===== config.mk =====
export PLATFORM = sky130hd
export DESIGN_NAME = uart_tx_arbiter
export DESIGN_NICKNAME = d
export VERILOG_FILES = /design/src/rtl/uart_tx_arbiter.sv
export SDC_FILE = /design/constraint.sdc
export NUM_CORES = 1
export LEC_CHECK = 0
export ABC_AREA = 1
export ABC_CLOCK_PERIOD_IN_PS = 3250
export BUFFER_PORTS_ARGS = -buffer_cell sky130_fd_sc_hd__buf_2
export CAP_MARGIN = 20
export CORE_MARGIN = 8
export CORE_UTILIZATION = 59
export CTS_BUF_LIST = sky130_fd_sc_hd__clkbuf_4 sky130_fd_sc_hd__clkbuf_8
export CTS_CLUSTER_SIZE = 14
export DETAILED_ROUTE_END_ITERATION = 10
export PLACE_DENSITY = 0.88
export SETUP_SLACK_MARGIN = 0.2
export SKIP_LAST_GASP = 1
export SYNTH_ARGS = -nofsm -noshare
export SYNTH_HDL_FRONTEND = slang
export SYNTH_SLANG_ARGS = --single-unit

===== constraint.sdc =====
create_clock -name clk -period 3.25 [get_ports clk]
set_input_delay 0.325 -clock clk [delete_from_list [all_inputs] [get_ports clk]]
set_output_delay 0.325 -clock clk [all_outputs]
set_load 0.05 [all_outputs]

===== src/rtl/uart_tx_arbiter.sv =====
// Shares one UART transmitter between NUM_REQ byte sources: round-robin
// selection, optional packet lock, and start/busy handshake sequencing.
module uart_tx_arbiter #(
  parameter int NUM_REQ      = 4,
  parameter int DATA_W       = 8,
  parameter int ACK_TIMEOUT  = 16,
  parameter int LOCK_TIMEOUT = 65535,
  localparam int IDX_W       = (NUM_REQ > 1) ? $clog2(NUM_REQ) : 1
) (
  input  logic                      clk,
  input  logic                      reset_n,
  input  logic [NUM_REQ-1:0]        req,
  input  logic [NUM_REQ-1:0]        req_last,
  input  logic [NUM_REQ*DATA_W-1:0] req_data,
  output logic [NUM_REQ-1:0]        grant,
  output logic [DATA_W-1:0]         tx_data,
  output logic                      tx_start,
  input  logic                      tx_busy,
  output logic [IDX_W-1:0]          owner,
  output logic                      locked,
  output logic                      arb_busy,
  output logic                      ack_err
);

  localparam int CNT_MAX = (LOCK_TIMEOUT > ACK_TIMEOUT) ? LOCK_TIMEOUT : ACK_TIMEOUT;
  localparam int CNT_W   = $clog2(CNT_MAX + 1);
  localparam logic [CNT_W-1:0] ACK_LAST  = CNT_W'(ACK_TIMEOUT - 1);
  localparam logic [CNT_W-1:0] LOCK_LAST = CNT_W'(LOCK_TIMEOUT - 1);
  localparam logic [IDX_W-1:0] IDX_INIT  = IDX_W'(NUM_REQ - 1);

  typedef enum logic [1:0] {IDLE, ISSUE, WAIT_ACK, WAIT_DONE} state_t;

  state_t                state, state_nxt;
  logic [CNT_W-1:0]      cnt, cnt_nxt;
  logic [IDX_W-1:0]      last, last_nxt;
  logic [NUM_REQ-1:0]    grant_nxt;
  logic [DATA_W-1:0]     tx_data_nxt;
  logic                  tx_start_nxt;
  logic [IDX_W-1:0]      owner_nxt;
  logic                  locked_nxt;
  logic                  ack_err_nxt;

  logic [DATA_W-1:0]     slices [NUM_REQ];
  logic [IDX_W:0]        rr_sum;
  logic                  rr_hit;
  logic [IDX_W-1:0]      rr_idx;
  logic                  pick_valid;
  logic [IDX_W-1:0]      pick_idx;

  for (genvar j = 0; j < NUM_REQ; j++) begin : g_slice
    assign slices[j] = req_data[j*DATA_W +: DATA_W];
  end

  // Round-robin search starting one past the last granted source.
  always_comb begin
    rr_hit = 1'b0;
    rr_idx = '0;
    rr_sum = '0;
    for (int k = 1; k <= NUM_REQ; k++) begin
      rr_sum = {1'b0, last} + (IDX_W+1)'(k);
      if (rr_sum >= (IDX_W+1)'(NUM_REQ))
        rr_sum = rr_sum - (IDX_W+1)'(NUM_REQ);
      if (!rr_hit && req[rr_sum[IDX_W-1:0]]) begin
        rr_hit = 1'b1;
        rr_idx = rr_sum[IDX_W-1:0];
      end
    end
  end

  // While locked only the lock owner may be granted.
  assign pick_valid = locked ? req[owner] : rr_hit;
  assign pick_idx   = locked ? owner : rr_idx;

  always_ff @(posedge clk or negedge reset_n) begin
    if (!reset_n) begin
      state    <= IDLE;
      cnt      <= '0;
      last     <= IDX_INIT;
      grant    <= '0;
      tx_data  <= '0;
      tx_start <= 1'b0;
      owner    <= '0;
      locked   <= 1'b0;
      arb_busy <= 1'b0;
      ack_err  <= 1'b0;
    end else begin
      state    <= state_nxt;
      cnt      <= cnt_nxt;
      last     <= last_nxt;
      grant    <= grant_nxt;
      tx_data  <= tx_data_nxt;
      tx_start <= tx_start_nxt;
      owner    <= owner_nxt;
      locked   <= locked_nxt;
      arb_busy <= (state_nxt != IDLE);
      ack_err  <= ack_err_nxt;
    end
  end

  always_comb begin
    state_nxt = state;
    case (state)
      IDLE:      if (pick_valid) state_nxt = ISSUE;
      ISSUE:     state_nxt = WAIT_ACK;
      WAIT_ACK: begin
        if (tx_busy)              state_nxt = WAIT_DONE;
        else if (cnt == ACK_LAST) state_nxt = IDLE;
      end
      WAIT_DONE: if (!tx_busy) state_nxt = IDLE;
      default:   state_nxt = IDLE;
    endcase
  end

  always_comb begin
    grant_nxt    = '0;
    tx_start_nxt = 1'b0;
    ack_err_nxt  = 1'b0;
    tx_data_nxt  = tx_data;
    owner_nxt    = owner;
    last_nxt     = last;
    locked_nxt   = locked;
    cnt_nxt      = '0;
    case (state)
      IDLE: begin
        if (pick_valid) begin
          grant_nxt   = NUM_REQ'(1) << pick_idx;
          tx_data_nxt = slices[pick_idx];
          owner_nxt   = pick_idx;
          last_nxt    = pick_idx;
          locked_nxt  = !req_last[pick_idx];
        end else if (locked) begin
          // Stalled lock owner: release after LOCK_TIMEOUT idle cycles.
          if (cnt == LOCK_LAST) locked_nxt = 1'b0;
          else                  cnt_nxt    = cnt + 1'b1;
        end
      end
      ISSUE: tx_start_nxt = 1'b1;
      WAIT_ACK: begin
        if (!tx_busy) begin
          // No busy response: the byte is dropped, not regranted.
          if (cnt == ACK_LAST) begin
            ack_err_nxt = 1'b1;
            locked_nxt  = 1'b0;
          end else begin
            cnt_nxt = cnt + 1'b1;
          end
        end
      end
      default: ;
    endcase
  end

endmodule


==> flow_metrics.py, run 1 <==
metrics = {
    "clock_tree": {
        "cts_buffer_depth": 2,
        "htree_levels": 2,
        "cts_tree": "yes",
        "clock-sinks": 38,
        "cts_root_buf": "clkbuf_8",
        "clk_pin_slew_ps": 80,
        "hold_buffers": 0,
        "cts_setup_buffers": 0,
        "cts_resized": 0,
        "clk_latency_ps": 280,
        "numCtsBuffers": 5,
    },
    "power": {
        "swShare": 0.538,
        "p_int_mw": 1.21,
        "vdd_ir_drop_max_mv": 0.582,
        "p_leak_nw": 1.52,
        "power_mw": 2.61,
        "seqPwrFrac": 0.270,
        "clkPwrFrac": 0.120,
        "p_switching_mw": 1.40,
        "p_per_area_nw_per_um2": 953,
        "comb_power_share": 0.610,
    },
    "synthesis": {
        "synth_warnings": 0,
        "syn_inst": 322,
        "synth.yosys.seq_area_share": 0.407,
        "synth_top_cell_by_area": "dfrtp_1",
        "synth_edf_count": 0,
        "ys.flop_type": "dfrtp_1",
        "async_flop_share": 1.00,
        "syn_avg_cell_area_um2": 7.27,
        "synth_top_area_share": 0.385,
        "synthTopCellsByArea": "dfrtp_1 38%, nand2_1 19%, inv_1 5.9%",
        "syn_area_um2": 2340,
        "synth_nets": 367,
        "synth.distinct_cells": 34,
        "ys_ff_latch": 38,
    },
    "cells_and_area": {
        "drive_gt1_frac": 0.260,
        "final_common_cell": "nand2_1",
        "antenna_cells": 0,
        "area_delta_synth_final_pct": 16.8,
        "final_cell_mix": "117 x nand2_1, 60 x buf_2, 37 x inv_1",
        "fillers": 321,
        "fin_nets": 428,
    },
    "timing": {
        "fin_crit_sh": 0.691,
        "slew-limit-headroom": 0.461,
        "setup_viol": 0,
        "maxSlewViolCount": 0,
        "min_period_ps": 2240,
        "hold_viol": 0,
        "rsz0062_at_grt": "no",
        "fin_skew_ps": 10.4,
        "fmax_mhz": 446,
        "tightest_slew_ps": 809,
        "fin_setup_tns_ps": 0,
    },
    "critical_path": {
        "crit_path_max_fanout": 11,
        "critPathSlowestCell": "dfstp_2",
        "r2r_start": "last[0]",
        "path_depth": 12,
        "worst_setup_path_end_kind": "register",
        "cpLargestDelayFamily": "simple AND/OR/NAND/NOR gates",
        "rrSetupSlack_ps": 1010,
        "ff2ff_path_depth": 12,
        "startpoint_type": "register",
        "crit_arrival_ps": 2440,
        "startpoint": "last[0]",
        "worstSetupPathType": "register to register",
        "crit_chain": "nand2_1 > nand2_1 > nand2_2 > nand2_2 > nor2_4 > nand3_2 > nand2_2 > nor2_2 > inv_2 > nor2_2 > nand2_1 > o211ai_2",
        "critPathRequiredTime_ps": 3450,
        "critPathMaxStageDelay_ps": 650,
        "r2r-end": "tx_data[4]",
        "critical_path_buf_inv_count": 1,
    },
    "die": {
        "core_um2": 3910,
        "die_area_um2": 6240,
        "io_pins": 61,
        "start_util": 0.598,
        "row_count": 23,
        "die_h_um": 79.0,
        "fp.dieW_um": 79.0,
    },
    "routing": {
        "routedWlPerCell_um": 12.3,
        "ant_nets": 0,
        "drc_errors": 0,
        "firstDrtPassIters": 5,
        "num_vias": 2182,
        "vias_per_cell": 5.03,
        "drt_iter0_drc": 103,
        "totalWireLength_um": 5320,
    },
    "global_route": {
        "grt_max_degree": 39,
        "antenna_found_initial": 0,
        "overflow": 0,
        "grt_pass1_vias": 2088,
        "grt_pass1_wl_um": 8890,
        "grtUsageTotal": 0.173,
    },
    "placed_design": {
        "finalWeightedCongestion": 0.842,
        "port_buffers": 60,
        "hpwl_um": 4270,
    },
    "worst_hold_path": {
        "hp-class": "input pin to async pin",
    },
    "flow_run": {
        "maxCapViolCount": 0,
    },
    "run_status": {
        "status": "completed",
    },
}
state kept, by name (all words and copies together) (netlist names):
signal and count:
ack_err 1, arb_busy 1, cnt 16, grant 4
last 2, locked 1, owner 2, state 2
tx_data 8, tx_start 1
cell type report:
type | instances | area (um^2) | share of cell area
clock buffer | 6 | 76.3 | 0.0279
clock inverter | 2 | 10.0 | 0.00366
tap | 50 | 62.6 | 0.0229
multi-input combinational | 233 | 1160 | 0.423
inverter | 45 | 176 | 0.0645
sequential | 38 | 953 | 0.349
timing repair buffer | 60 | 300 | 0.110
kinds of logic after synthesis:
kind of cell / Yosys count / share of synthesized area
xor+xnor: 6 / 0.0224
simple gates: 194 / 0.363
buf+inv: 51 / 0.0989
compound gates: 31 / 0.0973
fa+ha+maj: 2 / 0.0107
flops: 38 / 0.407
power by group through the flow:
stage	clock [mW]	sequential (mW)	combinational, mW
after detailed placement	0	0.706	1.60
after global placement	0	0.702	1.57
final	0.313	0.704	1.59
after global routing	0.341	0.718	1.78
after CTS	0.321	0.699	1.61
after floorplan	0	0.955	1.08
synthesized netlist by cell type, types with 5 or more instances:
| cell | number |
|---|---|
| a21oi_1 | 5 |
| dfrtp_1 | 36 |
| inv_1 | 37 |
| inv_2 | 6 |
| nand2_1 | 117 |
| nand2_2 | 6 |
| nand3_1 | 18 |
| nor2_1 | 28 |
| nor3_1 | 10 |
| o211ai_2 | 7 |
| o21ai_0 | 7 |
| o21ai_1 | 6 |
per-stage QoR:
| step | utilization | hold WS (ps) | setup WS [ps] | cell area (um^2) | std cells |
|---|---|---|---|---|---|
| 2_1_floorplan | - | 29.4 | 1430 | 2340 | 322 |
| 3_3_place_gp | 0.677 | 451 | 1110 | 2650 | 426 |
| 3_5_place_dp | 0.677 | 464 | 1030 | 2650 | 426 |
| 4_1_cts | 0.699 | 151 | 1000 | 2740 | 434 |
| 5_1_grt | 0.699 | 193 | 756 | 2740 | 434 |
| 6_report | 0.699 | 119 | 1010 | 2740 | 434 |
per-layer routing:
layer	track usage	routed length, um
met5	0	0
met4	0.0556	80
met1	0.205	2380
met3	0.0474	275
met2	0.295	2590
how the worst max path moves through the flow:
stage / to / slack, ps
5_1_grt: tx_data[1] / 760
6_report: tx_data[4] / 1010
3_5_place_dp: tx_data[0] / 1030
4_1_cts: tx_data[1] / 1000
3_3_place_gp: tx_data[6] / 1110
2_1_floorplan: tx_data[5] / 1430
Power figures use the tool's default switching activity.
==> run 2: changes to the inputs <==
--- a/config.mk
+++ b/config.mk
@@ -5,16 +5,16 @@
 export SDC_FILE = /design/constraint.sdc
 export NUM_CORES = 1
 export LEC_CHECK = 0
-export ABC_AREA = 1
-export ABC_CLOCK_PERIOD_IN_PS = 3250
+export ABC_AREA = 0
+export ABC_CLOCK_PERIOD_IN_PS = 1850
 export BUFFER_PORTS_ARGS = -buffer_cell sky130_fd_sc_hd__buf_2
 export CAP_MARGIN = 20
 export CORE_MARGIN = 8
-export CORE_UTILIZATION = 59
+export CORE_UTILIZATION = 49
 export CTS_BUF_LIST = sky130_fd_sc_hd__clkbuf_4 sky130_fd_sc_hd__clkbuf_8
 export CTS_CLUSTER_SIZE = 14
 export DETAILED_ROUTE_END_ITERATION = 10
-export PLACE_DENSITY = 0.88
+export PLACE_DENSITY = 0.79
 export SETUP_SLACK_MARGIN = 0.2
 export SKIP_LAST_GASP = 1
 export SYNTH_ARGS = -nofsm -noshare
==> constraint.sdc (replaced) <==
create_clock -name clk -period 1.85 [get_ports clk]
set_input_delay 0.185 -clock clk [delete_from_list [all_inputs] [get_ports clk]]
set_output_delay 0.185 -clock clk [all_outputs]
set_load 0.05 [all_outputs]
==> run 2 against run 1 <==
Net effect:
- the run now ends with hold timing, setup timing left
- routed wire length is 48% higher
- setup slack got worse by 1200 ps
- core utilization increased by 9.7 points
- first-iteration DRC count decreased by 3.9%
- power rose by 120%
- worst hold slack got worse by 140 ps
- critical path type unchanged
- largest cell class unchanged
- highest routed layer unchanged
==> flow_metrics.py, run 2 <==
metrics = {
    "worst_hold_path": {
        "hp-class": "input pin to async pin",
    },
    "timing": {
        "slew-limit-headroom": 0.462,
        "fmax_mhz": 498,
        "fin_skew_ps": 6.21,
        "setup_viol": 28,
        "maxSlewViolCount": 0,
        "min_period_ps": 2010,
        "hold_ws_ps": -23.0,
        "fin_setup_tns_ps": -2960,
        "rsz0062_at_grt": "yes",
        "setup_slack_ps": -157,
        "tightest_slew_ps": 807,
        "hold_viol": 32,
        "fin_crit_sh": 1.08,
    },
    "placed_design": {
        "port_buffers": 60,
        "hpwl_um": 4120,
        "post-place-ws_ps": -91.6,
        "finalWeightedCongestion": 0.839,
    },
    "clock_tree": {
        "htree_levels": 2,
        "clock-sinks": 38,
        "clk_pin_slew_ps": 80,
        "cts_root_buf": "clkbuf_8",
        "numCtsBuffers": 5,
        "clk_latency_ps": 290,
        "cts_tree": "yes",
        "cts_buffer_depth": 2,
    },
    "die": {
        "row_count": 24,
        "start_util": 0.505,
        "die_area_um2": 6850,
        "io_pins": 61,
        "die_h_um": 82.8,
        "fp.dieW_um": 82.8,
        "core_um2": 4320,
    },
    "routing": {
        "routedWlPerCell_um": 21.4,
        "num_vias": 2165,
        "ant_nets": 0,
        "vias_per_cell": 5.87,
        "firstDrtPassIters": 4,
        "drc_errors": 0,
        "totalWireLength_um": 7890,
        "drt_iter0_drc": 99,
    },
    "synthesis": {
        "syn_inst": 212,
        "yosysMostFrequentCell": "dfrtp_1",
        "async_flop_share": 1.00,
        "synth_nets": 257,
        "yosys-top-cells-count": "36 x dfrtp_1, 30 x nor2_1, 24 x nand2_1, 16 x mux2i_1, 9 x inv_1",
        "synth_edf_count": 0,
        "ys_ff_latch": 38,
        "syn_area_um2": 2180,
        "syn_avg_cell_area_um2": 10.3,
        "ys.flop_type": "dfrtp_1",
        "synth_top_cell_by_area": "dfrtp_1",
        "synth_top_area_share": 0.412,
        "synth.distinct_cells": 51,
        "synth.yosys.seq_area_share": 0.436,
        "synth_warnings": 0,
        "synthTopCellsByArea": "dfrtp_1 41%, mux2i_1 7.3%, nor2_1 5.2%",
    },
    "cells_and_area": {
        "area_delta_synth_final_pct": 57.6,
        "reg_top3": "cnt (16), tx_data (8), grant (4)",
        "post-route-util": 0.796,
        "final_cell_mix": "60 x buf_2, 33 x dfrtp_1, 31 x buf_4",
        "antenna_cells": 0,
        "fin_nets": 362,
        "drive_gt1_frac": 0.609,
        "final_common_cell": "buf_2",
        "regMostFlops": "cnt",
        "largest_reg_flops": 16,
    },
    "critical_path": {
        "crit_chain": "buf_6 > inv_1 > ha_1 > nand3_2 > o311a_4 > a32oi_4 > buf_6 > buf_12 > nor2_2",
        "critPathSlowestCell": "o311a_4",
        "worstSetupPathType": "register to register",
        "critical_path_buf_inv_count": 4,
        "crit_path_max_fanout": 7,
        "cpLargestDelayFamily": "compound AO/OA/AOI/OAI gates",
        "worst_setup_path_end_kind": "register",
        "crit_arrival_ps": 2190,
        "startpoint_type": "register",
        "critPathRequiredTime_ps": 2030,
        "critPathMaxStageDelay_ps": 420,
        "cpMostUsedCell": "buf_6",
    },
    "power": {
        "p_per_area_nw_per_um2": 1650,
        "power_mw": 5.68,
        "vdd_ir_drop_max_mv": 1.02,
        "p_leak_nw": 1.54,
    },
    "flow_run": {
        "maxCapViolCount": 0,
    },
    "global_route": {
        "overflow": 0,
        "antenna_found_initial": 0,
        "grt_pass1_wl_um": 10200,
        "grt_pass1_vias": 2190,
        "grtUsageTotal": 0.195,
        "grt_max_degree": 36,
    },
    "run_status": {
        "violations": "hold timing, setup timing",
        "status": "finished, violations left",
    },
}
run 2: cell count changes after synthesis, sizes merged, moves of 8 or more:
| cell | delta |
|---|---|
| o221ai | +8 |
| nand3 | -13 |
| mux2i | +16 |
| nor3 | -8 |
| nand2 | -99 |
| inv | -36 |
| o211ai | -9 |
run 2: worst paths after layout:
check / from / slack (ps) / endpoint / depth (start not counted)
min in group clk: tx_busy / 210 / state[0] / 3
worst min-delay path: reset_n / -20 / cnt[8] / 1
worst max register to register: cnt[0] / -160 / cnt[12] / 9
worst max-delay path: cnt[0] / -160 / cnt[12] / 9
max in group asynchronous: reset_n / 1280 / tx_data[5] / 2
worst min register to register: tx_data[4] / 490 / tx_data[4] / 2
run 2: what timing repair did:
action,in CTS,in global routing
hold endpoints to repair,0,0
endpoints found under the setup margin,34,34
buffers inserted,17,4
pin swaps,25,7
cloned,1,3
resized for setup,47,39
hold buffers,0,0
run 2: logic make-up (layout without fill, tap and decap cells):
family,count (synthesis),after routing,share of synthesized area
flip-flops,38,38,0.436
AO/OA/AOI/OAI,30,30,0.145
AND/OR/NAND/NOR,90,91,0.206
buffers and inverters,19,123,0.0515
multiplexers,19,19,0.0939
XOR/XNOR,14,14,0.0561
adder cells (fa/ha/maj),2,2,0.0115
run 2: stage by stage:
stage / std cells / instance area [um^2]
finish: 369 / 3440
global route: 369 / 3440
CTS: 362 / 3160
detailed placement: 337 / 2740
global placement: 337 / 2740
floorplan: 212 / 2240
run 2: routing by layer:
metal  global-route usage  share of wire  vias up  wire length [um]
met2                0.337           0.50      122              3950
li1                     -              -      955                 -
met5                    0              0        -                 0
met4               0.0759          0.041        0               321
met3               0.0528          0.071       28               560
met1                0.224           0.39     1060              3070
run 2: layout make-up:
cell class / instances / area, um^2
flip-flops and latches: 38 / 957
multi-input cells: 156 / 1490
repair buffers: 107 / 805
clock buffers: 7 / 90.1
fillers: 233 / 881
inverters: 9 / 36.3
well taps: 52 / 65.1
run 2: report_power, final:
part	switching [mW]	internal, mW
Combinational	2.14	1.63
Sequential	0.224	1.07
Clock	0.293	0.311
Total	2.66	3.02
